**config.mk**
```make
export PLATFORM = sky130hd
export DESIGN_NAME = mem_arbiter_flat
export DESIGN_NICKNAME = d
export VERILOG_FILES = /design/src/rtl/mem_arbiter_if.sv /design/src/rtl/mem_arbiter.sv /design/src/flat_wrapper.sv
export SDC_FILE = /design/constraint.sdc
export NUM_CORES = 1
export LEC_CHECK = 0
export CAP_MARGIN = 40
export CORE_MARGIN = 8
export CORE_UTILIZATION = 42
export DETAILED_ROUTE_END_ITERATION = 8
export PLACE_DENSITY = 0.81
export SLEW_MARGIN = 5
export SYNTH_ARGS = -nofsm -noshare
export SYNTH_HDL_FRONTEND = slang
export SYNTH_SLANG_ARGS = --single-unit
```
**constraint.sdc**
```tcl
create_clock -name clk -period 2.7 [get_ports clk]
set_clock_uncertainty 0.1 [all_clocks]
set_input_delay 0.81 -clock clk [delete_from_list [all_inputs] [get_ports clk]]
set_output_delay 0.81 -clock clk [all_outputs]
set_load 0.1 [all_outputs]
```
**src/rtl/mem_arbiter_if.sv**
```systemverilog
// Bus bundle for mem_arbiter: the CPU and DMA req/ack ports, the memory strobe/address/data
// and the grant/busy status. The arbiter takes the slave view.
interface mem_arbiter_if #(
  parameter int AW = 10,
  parameter int DW = 32
);
  logic          cpu_req;
  logic          cpu_we;
  logic [AW-1:0] cpu_addr;
  logic [DW-1:0] cpu_wdata;
  logic          cpu_ack;
  logic [DW-1:0] cpu_rdata;

  logic          dma_req;
  logic          dma_we;
  logic [AW-1:0] dma_addr;
  logic [DW-1:0] dma_wdata;
  logic          dma_ack;
  logic [DW-1:0] dma_rdata;

  logic          mem_en;
  logic          mem_we;
  logic [AW-1:0] mem_addr;
  logic [DW-1:0] mem_wdata;
  logic [DW-1:0] mem_rdata;

  logic          grant;
  logic          busy;

  modport slave (
    input  cpu_req, cpu_we, cpu_addr, cpu_wdata,
    input  dma_req, dma_we, dma_addr, dma_wdata,
    input  mem_rdata,
    output cpu_ack, cpu_rdata, dma_ack, dma_rdata,
    output mem_en, mem_we, mem_addr, mem_wdata,
    output grant, busy
  );

  modport master (
    output cpu_req, cpu_we, cpu_addr, cpu_wdata,
    output dma_req, dma_we, dma_addr, dma_wdata,
    output mem_rdata,
    input  cpu_ack, cpu_rdata, dma_ack, dma_rdata,
    input  mem_en, mem_we, mem_addr, mem_wdata,
    input  grant, busy
  );
endinterface

```
**src/rtl/mem_arbiter.sv**
```systemverilog
// Two-port (CPU/DMA) arbiter serialising accesses to a single-port memory with fixed read latency.
// Define MEM_ARB_RR_EN for round-robin tie-break; otherwise the CPU always wins ties.
module mem_arbiter #(
  parameter int AW      = 10,
  parameter int DW      = 32,
  parameter int MEM_LAT = 1
) (
  input  logic           clk,
  input  logic           rst_n,
  mem_arbiter_if.slave   bus
);

  typedef enum logic [1:0] {
    IDLE  = 2'd0,
    ISSUE = 2'd1,
    WAIT  = 2'd2,
    DONE  = 2'd3
  } state_t;

  state_t        state_q, state_d;
  logic [3:0]    cnt_q, cnt_d;
  logic          txn_we_q, txn_we_d;
  logic          mem_en_q, mem_en_d;
  logic          mem_we_q, mem_we_d;
  logic [AW-1:0] mem_addr_q, mem_addr_d;
  logic [DW-1:0] mem_wdata_q, mem_wdata_d;
  logic          cpu_ack_q, cpu_ack_d;
  logic          dma_ack_q, dma_ack_d;
  logic [DW-1:0] cpu_rdata_q, cpu_rdata_d;
  logic [DW-1:0] dma_rdata_q, dma_rdata_d;
  logic          grant_q, grant_d;
  logic          busy_q, busy_d;
  logic          pick_dma;

`ifdef MEM_ARB_RR_EN
  logic          rr_last_q, rr_last_d;

  // On a tie the port that did not own the last transaction wins.
  always_comb begin
    if (bus.cpu_req && bus.dma_req) pick_dma = ~rr_last_q;
    else                            pick_dma = bus.dma_req;
  end
`else
  always_comb pick_dma = bus.dma_req & ~bus.cpu_req;
`endif

  always_comb begin
    state_d     = state_q;
    cnt_d       = cnt_q;
    txn_we_d    = txn_we_q;
    mem_en_d    = 1'b0;
    mem_we_d    = 1'b0;
    mem_addr_d  = mem_addr_q;
    mem_wdata_d = mem_wdata_q;
    cpu_ack_d   = 1'b0;
    dma_ack_d   = 1'b0;
    cpu_rdata_d = cpu_rdata_q;
    dma_rdata_d = dma_rdata_q;
    grant_d     = grant_q;
    busy_d      = busy_q;
`ifdef MEM_ARB_RR_EN
    rr_last_d   = rr_last_q;
`endif
    case (state_q)
      IDLE: begin
        if (bus.cpu_req || bus.dma_req) begin
          state_d     = ISSUE;
          grant_d     = pick_dma;
          txn_we_d    = pick_dma ? bus.dma_we    : bus.cpu_we;
          mem_addr_d  = pick_dma ? bus.dma_addr  : bus.cpu_addr;
          mem_wdata_d = pick_dma ? bus.dma_wdata : bus.cpu_wdata;
          mem_en_d    = 1'b1;
          mem_we_d    = pick_dma ? bus.dma_we    : bus.cpu_we;
          busy_d      = 1'b1;
`ifdef MEM_ARB_RR_EN
          rr_last_d   = pick_dma;
`endif
        end
      end
      ISSUE: begin
        cnt_d   = 4'(MEM_LAT);
        state_d = WAIT;
      end
      WAIT: begin
        cnt_d = cnt_q - 4'd1;
        // Memory data is valid in the last WAIT cycle; capture it and ack next cycle.
        if (cnt_q == 4'd1) begin
          state_d = DONE;
          if (!txn_we_q) begin
            if (grant_q) dma_rdata_d = bus.mem_rdata;
            else         cpu_rdata_d = bus.mem_rdata;
          end
          if (grant_q) dma_ack_d = 1'b1;
          else         cpu_ack_d = 1'b1;
        end
      end
      DONE: begin
        state_d = IDLE;
        busy_d  = 1'b0;
      end
      default: state_d = IDLE;
    endcase
  end

  always_ff @(posedge clk or negedge rst_n) begin
    if (!rst_n) begin
      state_q     <= IDLE;
      cnt_q       <= 4'd0;
      txn_we_q    <= 1'b0;
      mem_en_q    <= 1'b0;
      mem_we_q    <= 1'b0;
      mem_addr_q  <= '0;
      mem_wdata_q <= '0;
      cpu_ack_q   <= 1'b0;
      dma_ack_q   <= 1'b0;
      cpu_rdata_q <= '0;
      dma_rdata_q <= '0;
      grant_q     <= 1'b0;
      busy_q      <= 1'b0;
`ifdef MEM_ARB_RR_EN
      rr_last_q   <= 1'b1;
`endif
    end else begin
      state_q     <= state_d;
      cnt_q       <= cnt_d;
      txn_we_q    <= txn_we_d;
      mem_en_q    <= mem_en_d;
      mem_we_q    <= mem_we_d;
      mem_addr_q  <= mem_addr_d;
      mem_wdata_q <= mem_wdata_d;
      cpu_ack_q   <= cpu_ack_d;
      dma_ack_q   <= dma_ack_d;
      cpu_rdata_q <= cpu_rdata_d;
      dma_rdata_q <= dma_rdata_d;
      grant_q     <= grant_d;
      busy_q      <= busy_d;
`ifdef MEM_ARB_RR_EN
      rr_last_q   <= rr_last_d;
`endif
    end
  end

  assign bus.mem_en    = mem_en_q;
  assign bus.mem_we    = mem_we_q;
  assign bus.mem_addr  = mem_addr_q;
  assign bus.mem_wdata = mem_wdata_q;
  assign bus.cpu_ack   = cpu_ack_q;
  assign bus.dma_ack   = dma_ack_q;
  assign bus.cpu_rdata = cpu_rdata_q;
  assign bus.dma_rdata = dma_rdata_q;
  assign bus.grant     = grant_q;
  assign bus.busy      = busy_q;

endmodule
```
**src/flat_wrapper.sv**
```systemverilog
// flat-port wrapper written by rule: the top's interface ports become plain ports
module mem_arbiter_flat 
#(
  parameter int AW      = 10,
  parameter int DW      = 32,
  parameter int MEM_LAT = 1
)
  (clk, rst_n, bus_cpu_req, bus_cpu_we, bus_cpu_addr, bus_cpu_wdata, bus_dma_req, bus_dma_we, bus_dma_addr, bus_dma_wdata, bus_mem_rdata, bus_cpu_ack, bus_cpu_rdata, bus_dma_ack, bus_dma_rdata, bus_mem_en, bus_mem_we, bus_mem_addr, bus_mem_wdata, bus_grant, bus_busy);
  mem_arbiter_if #(.AW(AW), .DW(DW)) bus_i ();
  input  logic clk;
  input  logic rst_n;
  input wire logic [$bits(bus_i.cpu_req)-1:0] bus_cpu_req;
  input wire logic [$bits(bus_i.cpu_we)-1:0] bus_cpu_we;
  input wire logic [$bits(bus_i.cpu_addr)-1:0] bus_cpu_addr;
  input wire logic [$bits(bus_i.cpu_wdata)-1:0] bus_cpu_wdata;
  input wire logic [$bits(bus_i.dma_req)-1:0] bus_dma_req;
  input wire logic [$bits(bus_i.dma_we)-1:0] bus_dma_we;
  input wire logic [$bits(bus_i.dma_addr)-1:0] bus_dma_addr;
  input wire logic [$bits(bus_i.dma_wdata)-1:0] bus_dma_wdata;
  input wire logic [$bits(bus_i.mem_rdata)-1:0] bus_mem_rdata;
  output wire logic [$bits(bus_i.cpu_ack)-1:0] bus_cpu_ack;
  output wire logic [$bits(bus_i.cpu_rdata)-1:0] bus_cpu_rdata;
  output wire logic [$bits(bus_i.dma_ack)-1:0] bus_dma_ack;
  output wire logic [$bits(bus_i.dma_rdata)-1:0] bus_dma_rdata;
  output wire logic [$bits(bus_i.mem_en)-1:0] bus_mem_en;
  output wire logic [$bits(bus_i.mem_we)-1:0] bus_mem_we;
  output wire logic [$bits(bus_i.mem_addr)-1:0] bus_mem_addr;
  output wire logic [$bits(bus_i.mem_wdata)-1:0] bus_mem_wdata;
  output wire logic [$bits(bus_i.grant)-1:0] bus_grant;
  output wire logic [$bits(bus_i.busy)-1:0] bus_busy;
  assign bus_i.cpu_req = bus_cpu_req;
  assign bus_i.cpu_we = bus_cpu_we;
  assign bus_i.cpu_addr = bus_cpu_addr;
  assign bus_i.cpu_wdata = bus_cpu_wdata;
  assign bus_i.dma_req = bus_dma_req;
  assign bus_i.dma_we = bus_dma_we;
  assign bus_i.dma_addr = bus_dma_addr;
  assign bus_i.dma_wdata = bus_dma_wdata;
  assign bus_i.mem_rdata = bus_mem_rdata;
  assign bus_cpu_ack = bus_i.cpu_ack;
  assign bus_cpu_rdata = bus_i.cpu_rdata;
  assign bus_dma_ack = bus_i.dma_ack;
  assign bus_dma_rdata = bus_i.dma_rdata;
  assign bus_mem_en = bus_i.mem_en;
  assign bus_mem_we = bus_i.mem_we;
  assign bus_mem_addr = bus_i.mem_addr;
  assign bus_mem_wdata = bus_i.mem_wdata;
  assign bus_grant = bus_i.grant;
  assign bus_busy = bus_i.busy;
  mem_arbiter #(.AW(AW), .DW(DW), .MEM_LAT(MEM_LAT)) u_core (.clk(clk), .rst_n(rst_n), .bus(bus_i));
endmodule
```
* Word level (Yosys, flattened, before mapping)
Cells that the tools add are included.
** Storage, ports and cells
- Register bits after elaboration :: 119
- Bits of input ports :: 122
- Output and inout port bits :: 112
- Word-level logic and storage cells :: 52
** Operators by class
- $add $sub $neg :: 1
- Equality and inequality tests :: 6
- Muxes and demuxes :: 19
- Bitwise operators :: 4
- Reduce and logical (&&, ||, !) cells :: 9
** Operators with widths (count)
- 32-bit two-way mux :: 1
- 1-bit two-way mux :: 12
- 10-bit two-way mux :: 1
- 2-bit case mux with 4 select lines :: 1
- 4-bit case mux with 2 select lines :: 1
- 4-bit AND reduction :: 2
- 2-bit AND reduction :: 3
- 2-bit == test (second input constant) :: 2
- 4-bit by 1-bit == test with 1-bit output (second input constant) :: 1
- 2-bit two-way mux :: 2
- 2-bit by 1-bit != test with 1-bit output (second input constant) :: 2
- 2-bit nonzero test :: 2
- 4-bit by 1-bit subtractor with 4-bit output (second input constant) :: 1
- 1-bit inverter :: 3
- 2-bit by 1-bit == test with 1-bit output (second input constant) :: 1
- 2-bit zero test :: 1
- 1-bit case mux with 2 select lines :: 1
- 1-bit AND :: 1
- 1-bit logical OR :: 1

* Logic depth before layout (Yosys ltp)
Gate-level depths: netlist of the first run.
- Word-level depth :: 5
- Gate-level depth with buffers :: 8
- Depth with buffers taken out :: 5

* Worst setup path before layout of the first run
OpenSTA, ideal clock, no wires.
- Path type :: register -> register
- Start :: register u_core.grant_q, in the netlist u_core.bus.grant
- End :: register u_core.cpu_rdata_q[0], in the netlist u_core.bus.cpu_rdata[0]
- Data arrival time :: 1.832 ns
- Path slack :: 0.642 ns
- Stages on the path, launching flop included :: 5
- Buffers on the path :: 2
- Clock period less this slack :: 2.058 ns
- Cells stage by stage :: dfrtp_1 -> or3_1 -> buf_6 -> buf_12 -> mux2_4
** Between the ends
- Word-level cells in the longest chain between the ends :: 2
** Ends and longest elaborated chain
- start, declared :: line mem_arbiter.sv:31 : logic grant_q, grant_d;
- start signal, assigned :: line mem_arbiter.sv:135 : grant_q <= grant_d;
- 1-bit inverter (no line)
- 4-bit AND reduction (no line)
- end signal, assigned :: line mem_arbiter.sv:133 : cpu_rdata_q <= cpu_rdata_d;
- end, declared :: line mem_arbiter.sv:29 : logic [DW-1:0] cpu_rdata_q, cpu_rdata_d;
No other way between the ends.
A chain may end at the register's enable or synchronous reset.

* Final worst setup path of the first run
- Start :: register u_core.state_q[0]
- End :: register u_core.cpu_rdata_q[23], in the netlist u_core.bus.cpu_rdata[23]
** Between the ends
- Word-level cells in the longest chain between the ends :: 2
** Ends and longest elaborated chain
- start, declared :: line mem_arbiter.sv:20 : state_t state_q, state_d;
- start signal, assigned :: line mem_arbiter.sv:124 : state_q <= state_d;
- 2-bit == test :: line mem_arbiter.sv:64 : case (state_q)
- 4-bit AND reduction (no line)
No other way between the ends.

==> results.toml, run 1 <==
[status]
outcome = "completed"

[worst_setup_path]
path_max_fanout = 32
cp.required_ps = 2890
critPathTopFamily = "simple AND/OR/NAND/NOR gates"
critPathBufInv = 2
cp-end-kind = "register"
cp_slowest_stage_delay_ps = 430
crit_type = "reg2reg"
crit_chain = "inv_1 -> ha_1 -> nand4bb_1 -> or3_2 -> buf_4 -> mux2_4"
cp.arrival_ps = 2530
crit_path_start_kind = "register"
slowest_stage = "or3_2"

[yosys]
ys_ff_latch = 119
netlist_area_um2 = 5070
ys_warn_count = 0
avgSynthCellArea_um2 = 13.4
syn_inst = 378
synthesis.nets = 505
synth_cell_type_count = 29
ys_seq_area_share_pct = 58.7

[placed_design]
port_buffers = 233
placed_area_um2 = 7250
hpwlAfterDp_mm = 10.9
routabilityCongestion = 0.806

[routing]
num_vias = 3784
routed.top_layer = "met4"
drt_iter0_drc = 204
wl_met1_mm = 5.78
via_per_inst = 4.88
drtAntennaViolNets = 0
wl_per_cell_um = 18.1
drt_wl_total_mm = 14.1
wl_met3_mm = 1.74
drc_errors = 0
dr.pass1.iters = 4
wl_met2_mm = 6.36

[cts]
cts_tree = "yes"
clk_pin_slew_ps = 50
postCtsResizedCells = 0
clk_path_buf_depth = 2
clk_latency_ps = 410
cts-root-buf = "clkbuf_16"
cts_buffers = 17
postCtsHoldBufs = 0
cts_setup_buffers = 0
cts.sinks = 119
h-tree-depth = 4

[finish]
mostFrequentLayoutCells = "clkdlybuf4s50_1 (120), dfrtp_1 (119), buf_4 (118), o21ai_0 (47), nand2_1 (45)"
syn_to_final_growth_pct = 55.0
postLayoutCoreUtil_pct = 66.0
design_area_um2 = 7860
regArea_um2 = 2980
n_antenna_cell = 0
mostFrequentLayoutCell = "clkdlybuf4s50_1"
drive_gt1_share_pct = 35.0
fin_nets = 743
fillCellCount = 877
multi_input_area_um2 = 1920

[floorplan]
die_h_um = 126
coreArea_um2 = 11900
die_w_um = 126
start_util_pct = 42.6
die-area_um2 = 15800
rows = 40
ios = 234

[timing]
min_period_over_period_pct = 86.9
tns_ps = 0
period_minus_slack_ps = 2350
rsz0062_at_grt = "false"
setup_violations = 0
slew_headroom_pct = 59.2
finalHoldViolCount = 0
fmax_ghz = 0.426
worstMarginPinSlew_ps = 611
slew_violations = 0

[grt]
grt_overflow_total = 0
grt_usage_pct = 18.2
grt_max_degree = 67
grt_pass1_vias = 4224
grt_pass1_wl_mm = 22.7
antenna_found_initial = 0

[run]
drv_cap = 0

[hold_path]
hold_path_class = "in2async"
[worst paths after layout]
check / startpoint / endpoint / slack, ps / cells after the start
max in group asynchronous: rst_n / u_core.bus.mem_wdata[28] / 1590 / 2
min reg2reg: u_core.bus.mem_wdata[25] / u_core.bus.mem_wdata[25] / 380 / 2
min: rst_n / u_core.cnt_q[2] / 200 / 1
min in group clk: u_core.bus.mem_wdata[25] / u_core.bus.mem_wdata[25] / 380 / 2
max: u_core.state_q[0] / u_core.bus.cpu_rdata[23] / 350 / 6
max reg2reg: u_core.state_q[0] / u_core.bus.cpu_rdata[23] / 350 / 6
[area by class of cell]
cell class	instances	share of cell area, %
inverter	7	0.334
sequential	119	37.9
timing repair buffer	241	27.3
clock inverter	7	1.15
clock buffer	25	6.56
multi-input combinational	230	24.4
tap	147	2.34
[per-layer routing]
| layer | up-vias | track usage (%) |
|---|---|---|
| met5 | - | 0 |
| met4 | 0 | 6.23 |
| met3 | 15 | 11.0 |
| met2 | 191 | 28.3 |
| met1 | 1786 | 20.4 |
| li1 | 1792 | - |
[synth_stat cells (all sizes together)]
| library cell | n | area (um2) |
|---|---|---|
| dfrtp | 119 | 2980 |
| mux2 | 64 | 833 |
| o21ai | 48 | 240 |
| nand2 | 45 | 169 |
| mux2i | 43 | 430 |
| buf | 17 | 143 |
| inv | 7 | 26.3 |
| a21oi | 5 | 25.0 |
| clkbuf | 5 | 18.8 |
| ha | 5 | 62.6 |
| a2bb2oi | 2 | 17.5 |
| nand3 | 2 | 10.0 |
| nand3b | 2 | 15.0 |
| nor2 | 2 | 7.51 |
| and2 | 1 | 6.26 |
| and3 | 1 | 6.26 |
| and3b | 1 | 8.76 |
| and4bb | 1 | 12.5 |
| nand2b | 1 | 6.26 |
| nand4bb | 1 | 11.3 |
| nor2b | 1 | 6.26 |
| nor3 | 1 | 5.00 |
| nor3b | 1 | 7.51 |
| o22a | 1 | 8.76 |
| or3 | 1 | 6.26 |
| or3b | 1 | 8.76 |
[through the flow]
| stage | hold WS [ps] | worst slack (ps) | cells |
|---|---|---|---|
| floorplan | 357 | 642 | 378 |
| global placement | 365 | 265 | 744 |
| detailed placement | 372 | 180 | 744 |
| CTS | 187 | 359 | 776 |
| global route | 200 | 219 | 776 |
| finish | 198 | 355 | 776 |
[kinds of logic (layout without fill, tap and decap cells)]
| logic type | count (synthesis) | after routing | synth area share, % |
|---|---|---|---|
| AO/OA/AOI/OAI | 56 | 56 | 5.75 |
| adder cells (fa/ha/maj) | 5 | 5 | 1.23 |
| buffers and inverters | 29 | 280 | 3.70 |
| flip-flops | 119 | 119 | 58.7 |
| multiplexers | 107 | 107 | 24.9 |
| AND/OR/NAND/NOR | 62 | 62 | 5.65 |
[flip-flops by register name, indices dropped and copies added (netlist names), 2 cells and up]
signal,count
u_core.bus.cpu_rdata,32
u_core.bus.dma_rdata,32
u_core.bus.mem_addr,10
u_core.bus.mem_wdata,32
u_core.cnt_q,4
u_core.state_q,2
Power of run 1 is left out: the tool's default activity adds up to more than one toggle a clock period on the data nets, which glitch-free logic cannot reach.
==> inputs of run 2 (changes only) <==
GPL_ROUTABILITY_DRIVEN = 0   (was not set)
RECOVER_POWER = 100   (was not set)
==> results.toml, run 2 (synthesized netlist as in run 1, its figures left out) <==
[status]
outcome = "completed"

[finish]
syn_to_final_growth_pct = 47.0
drive_gt1_share_pct = 29.9
postLayoutCoreUtil_pct = 62.6
mostFrequentLayoutCells = "clkdlybuf4s50_1 (119), dfrtp_1 (119), clkbuf_2 (113), o21ai_0 (47), nand2_1 (45)"
fin_nets = 743

[floorplan]
rows = 40
start_util_pct = 42.6
coreArea_um2 = 11900
ios = 234
die-area_um2 = 15800
die_h_um = 126
die_w_um = 126

[hold_path]
hold_path_class = "reg2reg"

[cts]
h-tree-depth = 4
cts-root-buf = "clkbuf_16"
postCtsResizedCells = 0
clk_path_buf_depth = 2
cts.sinks = 119
postCtsHoldBufs = 0
cts_buffers = 17
cts_tree = "yes"
clk_pin_slew_ps = 50
cts_setup_buffers = 0
clk_latency_ps = 410

[timing]
worstMarginPinSlew_ps = 1330
tns_ps = 0
period_minus_slack_ps = 2440
hold_slack_ps = 375
slew_violations = 0
finalHoldViolCount = 0
setup_violations = 0
min_period_over_period_pct = 90.3
fmax_ghz = 0.410
rsz0062_at_grt = "false"
slew_headroom_pct = 11.3

[routing]
drtAntennaViolNets = 0
via_per_inst = 4.86
drt_wl_total_mm = 13.9
drt_iter0_drc = 190
wl_per_cell_um = 17.9
drc_errors = 0
dr.pass1.iters = 4
num_vias = 3778

[grt]
grt_usage_pct = 18.2
grt_pass1_wl_mm = 22.7
grt_pass1_vias = 4224
grt_max_degree = 67
antenna_found_initial = 1
grt_overflow_total = 0

[worst_setup_path]
cp.arrival_ps = 2620
cp_slowest_stage_delay_ps = 660
crit_type = "reg2reg"
path_max_fanout = 32
slowest_stage = "clkbuf_2"
cp-end-kind = "register"
crit_chain = "inv_1 -> ha_1 -> and4bb_2 -> nand3b_1 -> clkbuf_2 -> mux2_2"
cp.required_ps = 2880
crit_path_start_kind = "register"

[run]
drv_cap = 0

[placed_design]
hpwlAfterDp_mm = 10.9
port_buffers = 233
## run 2: layout make-up
type | count | area [um2]
clock buffer | 25 | 515
sequential | 119 | 2980
clock inverter | 7 | 90.1
timing repair buffer | 241 | 1860
fill | 999 | 4460
multi-input combinational | 230 | 1800
tap | 147 | 184
antenna | 1 | 2.50
inverter | 7 | 26.3
## run 2: stage by stage
stage | cells | area, um2 | worst slack [ps]
6_report | 777 | 7450 | 263
5_1_grt | 777 | 7450 | 144
4_1_cts | 776 | 7860 | 359
3_5_place_dp | 744 | 7250 | 180
3_3_place_gp | 744 | 7250 | 265
2_1_floorplan | 378 | 5070 | 642
## run 2: routing by layer
layer  GRT usage, %  wire length, um  vias up
met5              0                0        -
met3           11.0             1700       13
met1           20.4             5640     1785
met2           28.3             6410      191
li1               -                -     1789
met4           6.23              176        0
## run 2: worst paths after layout
path                                          start                       end  slack (ps)  cells after the start
max                               u_core.state_q[0]   u_core.bus.dma_rdata[3]         260                      6
min                        u_core.bus.mem_wdata[25]  u_core.bus.mem_wdata[25]         380                      2
max reg2reg                       u_core.state_q[0]   u_core.bus.dma_rdata[3]         260                      6
min reg2reg                u_core.bus.mem_wdata[25]  u_core.bus.mem_wdata[25]         380                      2
max in group asynchronous                     rst_n  u_core.bus.mem_wdata[28]         820                      2
min in group asynchronous                     rst_n  u_core.bus.cpu_rdata[10]         590                      1
## run 2: worst max-delay path, delay by kind of cell (launching register included)
family                     cells  cell delay (ps)
adders and majority gates      1              300
buffers and inverters          2              730
DFF                            1              360
muxes                          1              420
and+or+nand+nor                2              350
Power of run 2 is left out for the same reason.
